**config.mk**
```make
export PLATFORM = sky130hd
export DESIGN_NAME = if_fetch
export DESIGN_NICKNAME = d
export VERILOG_FILES = /design/src/rtl/cpu_defs_pkg.sv /design/src/rtl/fetch_fifo.sv /design/src/rtl/if_fetch.sv
export SDC_FILE = /design/constraint.sdc
export NUM_CORES = 1
export LEC_CHECK = 0
export ABC_AREA = 1
export CORE_MARGIN = 10
export CORE_UTILIZATION = 50
export CTS_CLUSTER_DIAMETER = 30
export DETAILED_ROUTE_END_ITERATION = 10
export PLACE_DENSITY = 0.83
export SETUP_SLACK_MARGIN = 0.15
export SYNTH_ARGS = -nofsm -noshare
export SYNTH_HDL_FRONTEND = slang
export SYNTH_SLANG_ARGS = --single-unit
```
**constraint.sdc**
```tcl
create_clock -name clk -period 5.4 [get_ports clk]
set_clock_uncertainty 0.1 [all_clocks]
set_input_delay 1.08 -clock clk [delete_from_list [all_inputs] [get_ports clk]]
set_output_delay 1.08 -clock clk [all_outputs]
set_load 0.01 [all_outputs]
```
**src/rtl/cpu_defs_pkg.sv**
```systemverilog
// Shared widths, constants, fetch FSM states and the FIFO entry layout.
package cpu_defs;

    localparam int unsigned INST_WIDTH = 32;
    localparam int unsigned ADDR_WIDTH = 32;

    localparam logic [ADDR_WIDTH-1:0] DEFAULT_RESET_PC = 32'h0000_0000;
    localparam logic [INST_WIDTH-1:0] ZERO_WORD        = 32'h0000_0000;
    localparam logic [ADDR_WIDTH-1:0] PC_INCR          = 32'd4;

    typedef enum logic {
        IDLE  = 1'b0,
        FETCH = 1'b1
    } fetch_state_t;

    // One buffered fetch result: 64 bits, pc in the upper half.
    typedef struct packed {
        logic [ADDR_WIDTH-1:0] pc;
        logic [INST_WIDTH-1:0] inst;
    } fetch_entry_t;

endpackage

```
**src/rtl/fetch_fifo.sv**
```systemverilog
// Synchronous FIFO of {pc, inst} entries; flush wins over push/pop.
module fetch_fifo
    import cpu_defs::*;
#(
    parameter int unsigned DEPTH = 2
) (
    input  logic                     clk,
    input  logic                     rst,
    input  logic                     push,
    input  logic                     pop,
    input  logic                     flush,
    input  fetch_entry_t             push_data,
    output logic [$clog2(DEPTH):0]   count,
    output fetch_entry_t             head
);

    localparam int unsigned PTR_W = $clog2(DEPTH);
    localparam int unsigned CNT_W = PTR_W + 1;

    fetch_entry_t           mem [DEPTH];
    logic [PTR_W-1:0]       wr_ptr;
    logic [PTR_W-1:0]       rd_ptr;

    // Pointer and occupancy bookkeeping
    always_ff @(posedge clk or posedge rst) begin
        if (rst) begin
            wr_ptr <= '0;
            rd_ptr <= '0;
            count  <= '0;
        end else if (flush) begin
            wr_ptr <= '0;
            rd_ptr <= '0;
            count  <= '0;
        end else begin
            if (push) wr_ptr <= wr_ptr + PTR_W'(1);
            if (pop)  rd_ptr <= rd_ptr + PTR_W'(1);
            count <= count + CNT_W'(push) - CNT_W'(pop);
        end
    end

    // Entry storage; contents need no reset since count gates visibility
    always_ff @(posedge clk) begin
        if (push && !flush) mem[wr_ptr] <= push_data;
    end

    assign head = mem[rd_ptr];

endmodule

```
**src/rtl/if_fetch.sv**
```systemverilog
// Instruction-fetch front end: PC, fetch FSM, ROM access and decode handshake.
module if_fetch
    import cpu_defs::*;
#(
    parameter logic [ADDR_WIDTH-1:0] RESET_PC   = DEFAULT_RESET_PC,
    parameter int unsigned           FIFO_DEPTH = 2
) (
    input  logic                  clk,
    input  logic                  rst,
    output logic                  rom_ce,
    output logic [ADDR_WIDTH-1:0] rom_addr,
    input  logic [INST_WIDTH-1:0] rom_inst,
    input  logic                  branch_flag_i,
    input  logic [ADDR_WIDTH-1:0] branch_target_i,
    input  logic                  id_ready,
    output logic                  if_valid,
    output logic [ADDR_WIDTH-1:0] if_pc,
    output logic [INST_WIDTH-1:0] if_inst
);

    localparam int unsigned CNT_W = $clog2(FIFO_DEPTH) + 1;

    fetch_state_t          state;
    fetch_state_t          next_state;
    logic [ADDR_WIDTH-1:0] pc;
    logic [CNT_W-1:0]      count;
    fetch_entry_t          head;
    fetch_entry_t          push_entry;
    logic                  pop;
    logic                  has_room;
    logic                  fetch_en;

    assign pop      = if_valid & id_ready;
    assign has_room = (count < CNT_W'(FIFO_DEPTH)) | pop;

    // State register
    always_ff @(posedge clk or posedge rst) begin
        if (rst) state <= IDLE;
        else     state <= next_state;
    end

    // Next state and fetch enable; IDLE gives one quiet cycle after reset
    always_comb begin
        next_state = state;
        fetch_en   = 1'b0;
        case (state)
            IDLE:  next_state = FETCH;
            FETCH: fetch_en   = ~branch_flag_i & has_room;
        endcase
    end

    // Program counter: redirect beats sequential advance; low bits of target dropped
    always_ff @(posedge clk or posedge rst) begin
        if (rst)                pc <= RESET_PC;
        else if (branch_flag_i) pc <= branch_target_i & ~32'h3;
        else if (fetch_en)      pc <= pc + PC_INCR;
    end

    assign push_entry = '{pc: pc, inst: rom_inst};

    fetch_fifo #(
        .DEPTH(FIFO_DEPTH)
    ) u_fifo (
        .clk       (clk),
        .rst       (rst),
        .push      (fetch_en),
        .pop       (pop),
        .flush     (branch_flag_i),
        .push_data (push_entry),
        .count     (count),
        .head      (head)
    );

    assign rom_ce   = fetch_en;
    assign rom_addr = pc;
    assign if_valid = (count != '0);
    assign if_pc    = if_valid ? head.pc   : ZERO_WORD;
    assign if_inst  = if_valid ? head.inst : ZERO_WORD;

endmodule
```
## Word-level counts from Yosys, hierarchy flattened

Memories as Yosys holds them, arrays and structs flattened.
Cells that the tools add are included.

| storage, ports and cells | value |
|---|---|
| memories | 1 |
| output and inout bits | 98 |
| register bits | 37 |
| input bits | 68 |
| memory bits (writable) | 128 |
| word-level logic and storage cells | 33 |

| cells by class | value |
|---|---|
| order comparisons | 1 |
| bitwise gates (word level) | 4 |
| $add $sub $neg | 5 |
| reductions and logical operators | 5 |
| muxes and demuxes | 12 |

Memory list:

| memory | words | width | read ports | clocked after memory_dff | wr ports | line | source |
|---|---|---|---|---|---|---|---|
| u_fifo.mem | 2 | 64 | 1 | 0 | 1 | fetch_fifo.sv:20 | `fetch_entry_t mem [DEPTH];` |

Operator list:

| cell | count |
|---|---|
| $mux 32 | 4 |
| $add 32x3->32 const B | 1 |
| $mux 1 | 7 |
| $reduce_bool 2->1 | 3 |
| $add 1x1->1 const B | 2 |
| $add 2x1->2 | 1 |
| $and 1x1->1 | 2 |
| $lt 2x2->1 const B | 1 |
| $mux 2 | 1 |
| $sub 2x1->2 | 1 |
| $logic_and 1x1->1 | 1 |
| $logic_not 1->1 | 1 |
| $not 1->1 | 1 |
| $or 1x1->1 | 1 |

## Depth between registers and ports, before layout

Gate-level depths: netlist (run 1).

| depth | value |
|---|---|
| word-level depth | 8 |
| gate-level depth with buffers | 10 |
| gate-level depth less buffers | 10 |

## Modules after synthesis

Synthesis (run 1) repeated with hierarchy kept, for this count alone.

| unflattened totals | value |
|---|---|
| cell total of the unflattened synthesis | 724 |
| area, all modules | 7782.5 um^2 |

Modules (own cells, without submodules):

| module | times used | area each (um^2) | cells each | sequential area each (um^2) |
|---|---|---|---|---|
| fetch_fifo | 1 | 4988.5 | 227 | 3943.8 |
| if_fetch | 1 | 2793.9 | 497 | 775.7 |

## Worst setup path before layout (run 1)

No wires, ideal clock.

| timing | value |
|---|---|
| path kind | input -> register |
| start point | input id_ready |
| end point | memory u_fifo.mem[0][0] (netlist name), enable pin |
| data required time | 4.816 ns |
| library setup time | 0.484 ns |
| stages on the path | 4 |
| arrival time | 3.986 ns |
| slack | 0.830 ns |
| path buffers | 0 |
| cells stage by stage | inv_1 nand2_1 nand3_2 nor2_1 |

| on the way | value |
|---|---|
| longest elaborated chain between the ends | 7 |

RTL lines:

| item | line | source |
|---|---|---|
| start, declared | if_fetch.sv:15 | `input logic id_ready,` |
| $and 1x1->1 | if_fetch.sv:33 | `assign pop = if_valid & id_ready;` |
| $or 1x1->1 | if_fetch.sv:34 | `assign has_room = (count < CNT_W'(FIFO_DEPTH)) \| pop;` |
| $and 1x1->1 | if_fetch.sv:48 | `FETCH: fetch_en = ~branch_flag_i & has_room;` |
| $mux 1 | if_fetch.sv:46 | `case (state)` |
| $logic_and 1x1->1 | fetch_fifo.sv:43 | `if (push && !flush) mem[wr_ptr] <= push_data;` |
| $mux 1 | fetch_fifo.sv:43 |  |
| $mux 1 (not written as such) | fetch_fifo.sv:43 |  |
| end, declared | fetch_fifo.sv:20 |  |

No other way between the ends.

## Worst setup path in the final report (run 1)

| timing | value |
|---|---|
| start point | input branch_flag_i |
| end point | output rom_ce |

| on the way | value |
|---|---|
| longest elaborated chain between the ends | 3 |

RTL lines:

| item | line | source |
|---|---|---|
| start, declared | if_fetch.sv:13 | `input logic branch_flag_i,` |
| $not 1->1 | if_fetch.sv:48 |  |
| $and 1x1->1 | if_fetch.sv:48 |  |
| $mux 1 | if_fetch.sv:46 |  |
| end, declared | if_fetch.sv:10 | `output logic rom_ce,` |

No other way between the ends.

==> results.json, run 1 <==
{
  "grt.total_usage": 0.181,
  "syn_to_final_growth_pct": 32.7,
  "clk_transition_reported_paths_ps": 70,
  "post_layout_nonfiller_instances": 1076,
  "detail_route.iter0.violations": 418,
  "vias_in_the_first_global_route": 5152,
  "cts_resized": 0,
  "synthesis.instances": 723,
  "routed-via-count": 5524,
  "route.final.wire_length_mm": 18.0,
  "final-setup-viol-count": 0,
  "slowest_stage_delay_cp_ps": 630,
  "post_synth_main_area_contributors": "edfxtp_1 52%, nand2_1 14%, dfrtp_1 12%, a21oi_1 4.5%, inv_1 2.5%",
  "die_y_um": 140,
  "ys_warn_count": 0,
  "clock_tree_from_tritoncts": "done",
  "worst_r2r_startpoint": "u_fifo.count[1]$_DFF_PP0_",
  "path_cells": "clkdlybuf4s50_1 > inv_2 > nand3_2 > inv_2 > clkdlybuf4s50_1",
  "initial_antenna_violation_count": 1,
  "cp_delay_by_family_top": "buffers and inverters",
  "path_max_fanout": 25,
  "layout_cells_sized_above_1": 0.0883,
  "final_period_util": 0.737,
  "post_drt_via_cell_ratio": 5.13,
  "hp-class": "reg -> reg",
  "maxSlewViolCount": 0,
  "width_of_the_die_um": 140,
  "utilization": 0.681,
  "synth_edf_count": 124,
  "max_clock_freq_mhz": 251,
  "setup_total_negative_slack_ps": 0,
  "synth-main-ff-cell": "edfxtp_1",
  "cts_num_sinks": 159,
  "crit_arrival_ps": 2800,
  "p_seq_frac": 0.384,
  "hold_path.startpoint": "rom_addr[30]$_DFFE_PP0P_",
  "drc": 0,
  "power_report.internal_total_w": 0.00272,
  "clk_root_buffer_cell": "clkbuf_16",
  "total_switching_power_w": 0.00131,
  "start_kind": "input pin",
  "worst_max_slew_margin_expressed_relative_to_the_limit": 0.236,
  "hold_path_depth": 0,
  "core_box_area_sq_mm": 0.0140,
  "timing.critical_path.required_ps": 4220,
  "cts_inserted_buffers": 17,
  "insertion_delay_ps": 420,
  "synth.ff_latch_count": 159,
  "p_total_w": 0.00403,
  "pin_count_of_the_biggest_net_entering_global_routing": 65,
  "clk_path_buf_depth": 2,
  "timing_hold_violations_final": 0,
  "post-cts-setup-buffers": 0,
  "p_per_area_mw_per_mm2": 423,
  "endpoint_kind": "primary output",
  "criticalPathCategory": "in -> out",
  "power.share.clock": 0.282,
  "netSwitchingFraction": 0.325,
  "design.die.area_sq_mm": 0.0196,
  "ioPinCount": 166,
  "critical_path.slowest_cell": "clkdlybuf4s50_1",
  "synth_seq_area_share": 0.641,
  "yosys.area.top_type": "edfxtp_1",
  "routabilityCongestion": 0.928,
  "irDropWorstVdd_v": 0.000279,
  "drtPass1Iterations": 5,
  "place.port_buffers": 159,
  "comb_power_share": 0.333,
  "fin_crit_ps": 3980,
  "placement.cell_area_sq_mm": 0.00896,
  "dpl.hpwl_mm": 12.2,
  "core.rowCount": 43,
  "grt_setup_unrepaired": "no",
  "timing.critical_path.depth": 5,
  "worstRegToRegCells": 5,
  "net_total_in_the_final_layout": 953,
  "synthesis.area_per_instance_sq_um": 9.93,
  "power.static_leakage_nw": 3.70,
  "global_route_wire_length_before_repair_mm": 28.1,
  "setup.reg_to_reg.worst_slack_ps": 3040,
  "slew_of_the_pin_with_the_lowest_slew_margin_ps": 1140,
  "globalRouteOverflowTotal": 0,
  "postLayoutCellArea_sq_mm": 0.00953,
  "hold-path-endpoint": "u_fifo.mem[1][62]$_DFFE_PP_",
  "ant_nets": 0,
  "routedWlPerCell_um": 16.7,
  "worst-path-buf-inv": 4,
  "asyncSetResetFlopFracSynth": 0.220,
  "status": "finished, final reports clean",
  "htreeDepth": 4,
  "yosysTopAreaCellShare": 0.519,
  "synth_most_common_cell": "nand2_1",
  "critical_path.reg2reg.endpoint": "u_fifo.mem[0][61]$_DFFE_PP_",
  "synth_top_cells_by_count": "273 x nand2_1, 124 x edfxtp_1, 64 x a21oi_1",
  "yosys.cell_types.count": 33,
  "starting_utilization_of_the_core_area": 0.513,
  "netlist_area_before_placement_sq_mm": 0.00718,
  "max-cap-violations": 0,
  "placedCellCount": 1043,
  "cts_hold_repair.buffers": 0
}
logic make-up (layout without fill, tap and decap cells):
family                     count (synthesis)  count (layout)  share of synthesized area
AOI/OAI and AO/OA                         94              94                     0.0708
xor gates and xnor gates                  14              14                     0.0181
adders and majority gates                  3               3                    0.00523
buffers and inverters                     84             253                     0.0486
DFF                                      159             159                      0.641
other                                      2               6                    0.00105
and+or+nand+nor                          367             367                      0.216
state kept, by name, indices dropped and copies added (netlist names):
signal and flops:
u_fifo.wr_ptr 1, rom_addr 30, u_fifo.rd_ptr 1, u_fifo.count 2, state 1, u_fifo.mem 124
cell usage in the layout (no fill, tap or decap), types with 2 or more instances in the layout:
master             n
nand2_2           10
nor2_8             2
conb_1             5
o21ai_1            2
inv_6              4
xnor2_1            5
nand3_2            2
nand3_1           21
dfrtp_1           34
clkdlybuf4s50_1  159
clkbuf_16         17
a21oi_1           64
inv_1             47
ha_1               3
nand2_1          273
nor2_4             7
nor2_2             8
o21bai_1           3
nor2_1            39
edfxtp_1         124
inv_2              6
nand2_4            2
o21ai_0           15
xor2_1             8
a22o_1             4
clkinvlp_4         7
buf_4              7
o211ai_1           4
final cells by class:
| type | count | area [sq um] |
|---|---|---|
| Sequential cell | 159 | 4600 |
| Antenna cell | 1 | 2.50 |
| Timing Repair Buffer | 167 | 1660 |
| Fill cell | 1052 | 4460 |
| Inverter | 54 | 203 |
| Clock inverter | 14 | 131 |
| Tap cell | 180 | 225 |
| Clock buffer | 18 | 439 |
| Multi-Input combinational cell | 483 | 2260 |
power by group through the flow:
| stage | clock network (W) | registers (W) | logic (W) |
|---|---|---|---|
| after global routing | 0.00121 | 0.00156 | 0.00148 |
| after detailed placement | 0 | 0.00157 | 0.00136 |
| after global placement | 0 | 0.00157 | 0.00134 |
| after CTS | 0.00115 | 0.00155 | 0.00137 |
| after floorplan | 0 | 0.00156 | 0.000635 |
| final | 0.00114 | 0.00155 | 0.00134 |
how the worst max path moves through the flow:
| stage | start | endpoint |
|---|---|---|
| 5_1_grt | id_ready | rom_ce |
| 3_3_place_gp | id_ready | rom_ce |
| 4_1_cts | id_ready | rom_ce |
| 2_1_floorplan | id_ready | u_fifo.mem[0][0]$_DFFE_PP_ |
| 6_report | branch_flag_i | rom_ce |
| 3_5_place_dp | id_ready | rom_ce |
layer usage:
layer / vias up / global-route usage / share of wire
met4: 0 / 0.0598 / 0.018
met1: 2611 / 0.224 / 0.42
met3: 26 / 0.0616 / 0.078
met2: 197 / 0.292 / 0.48
li1: 2690 / - / -
met5: - / 0 / 0
metrics by stage:
stage | hold slack (ps) | setup slack [ps]
6_report | 477 | 1420
2_1_floorplan | 423 | 830
3_5_place_dp | 461 | 1430
5_1_grt | 496 | 1310
4_1_cts | 477 | 1420
3_3_place_gp | 452 | 1440
Power figures use the tool's default switching activity.
==> inputs of run 2 (changes only) <==
CORE_UTILIZATION = 45   (was 50)
PLACE_DENSITY = 0.79   (was 0.83)
clock period = 3.3 ns   (was 5.4 ns; I/O delays follow)
==> results.json, run 2 (synthesized netlist as in run 1, its figures left out) <==
{
  "net_total_in_the_final_layout": 958,
  "htreeDepth": 4,
  "layout_cells_sized_above_1": 0.0922,
  "post_drt_via_cell_ratio": 4.91,
  "insertion_delay_ps": 420,
  "place.port_buffers": 159,
  "filler_cell_count": 1296,
  "starting_utilization_of_the_core_area": 0.455,
  "slowest_stage_delay_cp_ps": 570,
  "timing_hold_violations_final": 0,
  "initial_antenna_violation_count": 0,
  "largest_register": "u_fifo.mem",
  "path_max_fanout": 19,
  "path_cells": "clkinv_2 > buf_4 > nand2_1 > a21oi_1 > clkdlybuf4s50_1",
  "utilization": 0.611,
  "route.final.wire_length_mm": 18.8,
  "dpl.hpwl_mm": 12.9,
  "criticalPathCategory": "reg -> out",
  "max-cap-violations": 0,
  "status": "finished, final reports clean",
  "drtPass1Iterations": 5,
  "cts_num_sinks": 159,
  "detailedPlace.worstSlack_ps": 478,
  "max_clock_freq_mhz": 336,
  "setup_total_negative_slack_ps": 0,
  "num_antenna_cells": 0,
  "postLayoutCellArea_sq_mm": 0.00964,
  "final-setup-viol-count": 0,
  "die_y_um": 146,
  "globalRouteOverflowTotal": 0,
  "pin_count_of_the_biggest_net_entering_global_routing": 65,
  "routedWlPerCell_um": 16.9,
  "hp-class": "in -> async",
  "crit_arrival_ps": 2220,
  "timing.critical_path.required_ps": 2540,
  "power.static_leakage_nw": 3.75,
  "final_common_cell": "nand2_1",
  "final_period_util": 0.902,
  "setup.reg_to_reg.worst_slack_ps": 1250,
  "setup_slack_ps": 322,
  "global_route_wire_length_before_repair_mm": 30.1,
  "routed-via-count": 5483,
  "ioPinCount": 166,
  "width_of_the_die_um": 146,
  "core.rowCount": 46,
  "clk_path_buf_depth": 2,
  "ant_nets": 0,
  "cp_delay_by_family_top": "buffers and inverters",
  "detail_route.iter0.violations": 474,
  "number_of_flip_flops_in_the_largest_register": 124,
  "cts_hold_repair.buffers": 0,
  "cts_inserted_buffers": 17,
  "critical_path.slowest_cell": "clkdlybuf4s50_1",
  "endpoint_kind": "primary output",
  "clk_root_buffer_cell": "clkbuf_16",
  "p_per_area_mw_per_mm2": 689,
  "drc": 0,
  "clock_tree_from_tritoncts": "done",
  "placement.cell_area_sq_mm": 0.00908,
  "fin_crit_ps": 2980,
  "routabilityCongestion": 0.894,
  "vias_in_the_first_global_route": 5465,
  "leading_cell_types_in_the_layout_fill_and_taps_excluded": "273 x nand2_1, 159 x clkdlybuf4s50_1, 124 x edfxtp_1",
  "grt.total_usage": 0.177,
  "grt_setup_unrepaired": "no",
  "irDropWorstVdd_v": 0.000354,
  "clk_transition_reported_paths_ps": 60,
  "syn_to_final_growth_pct": 34.2,
  "core_box_area_sq_mm": 0.0158,
  "design.die.area_sq_mm": 0.0214,
  "worst-path-buf-inv": 3,
  "maxSlewViolCount": 0,
  "start_kind": "flop"
}
==> run 2: cell types whose count changed in the layout (fill, tap and decap cells not counted) <==
cell	delta
clkinv_2	+4
buf_4	+2
clkinvlp_4	-4
inv_6	-3
clkinv_4	+3
clkbuf_1	+1
buf_12	+3
diode_2	-1
inv_2	-1
==> run 2: final cells by class <==
cell class / count / area [sq um] / share of cell area
flip-flops and latches: 159 / 4600 / 0.477
multi-input cells: 483 / 2260 / 0.235
repair buffers: 172 / 1740 / 0.180
clock buffers: 19 / 443 / 0.0460
well taps: 216 / 270 / 0.0280
inverters: 54 / 204 / 0.0212
clock inverters: 13 / 116 / 0.0121
==> run 2: layer usage <==
| layer | up-vias | GRT usage | share of wire |
|---|---|---|---|
| met3 | 17 | 0.0544 | 0.068 |
| li1 | 2703 | - | - |
| met4 | 0 | 0.0521 | 0.014 |
| met2 | 178 | 0.290 | 0.50 |
| met5 | - | 0 | 0 |
| met1 | 2585 | 0.222 | 0.42 |
==> run 2: final timing paths <==
path                            depth (start not counted)                      start                          end
worst max-delay path                                    5  u_fifo.rd_ptr$_DFFE_PP0P_                  if_inst[18]
worst min-delay path                                    2                        rst      rom_addr[3]$_DFFE_PP0P_
worst max register to register                          8  u_fifo.count[1]$_DFF_PP0_    u_fifo.count[1]$_DFF_PP0_
worst min register to register                          0   rom_addr[30]$_DFFE_PP0P_  u_fifo.mem[0][62]$_DFFE_PP_
max in group asynchronous                               3                        rst     rom_addr[18]$_DFFE_PP0P_
min in group clk                                        0   rom_addr[30]$_DFFE_PP0P_  u_fifo.mem[0][62]$_DFFE_PP_
==> run 2: metrics by stage <==
step / std cells / total power (W) / hold WS (ps)
2_1_floorplan: 726 / 0.00359 / 449
3_3_place_gp: 1084 / 0.00483 / 445
3_5_place_dp: 1084 / 0.00488 / 450
4_1_cts: 1116 / 0.00671 / 466
5_1_grt: 1116 / 0.00699 / 505
6_report: 1116 / 0.00664 / 459
==> run 2: power breakdown <==
group	switching [W]	internal, W
clock network	0.000777	0.00106
logic	0.00121	0.00105
registers	0.000169	0.00238
==> run 2: repair_timing <==
action / 4_1_cts / 5_1_grt
resized for setup: 0 / 1
setup endpoints to repair: 0 / 17
setup buffers: 0 / 0
==> inputs of run 3 (changes only) <==
CTS_CLUSTER_DIAMETER = 40   (was 30)
==> results of run 3 <==
The final DEF is identical to that of run 2; final timing and power are the same.
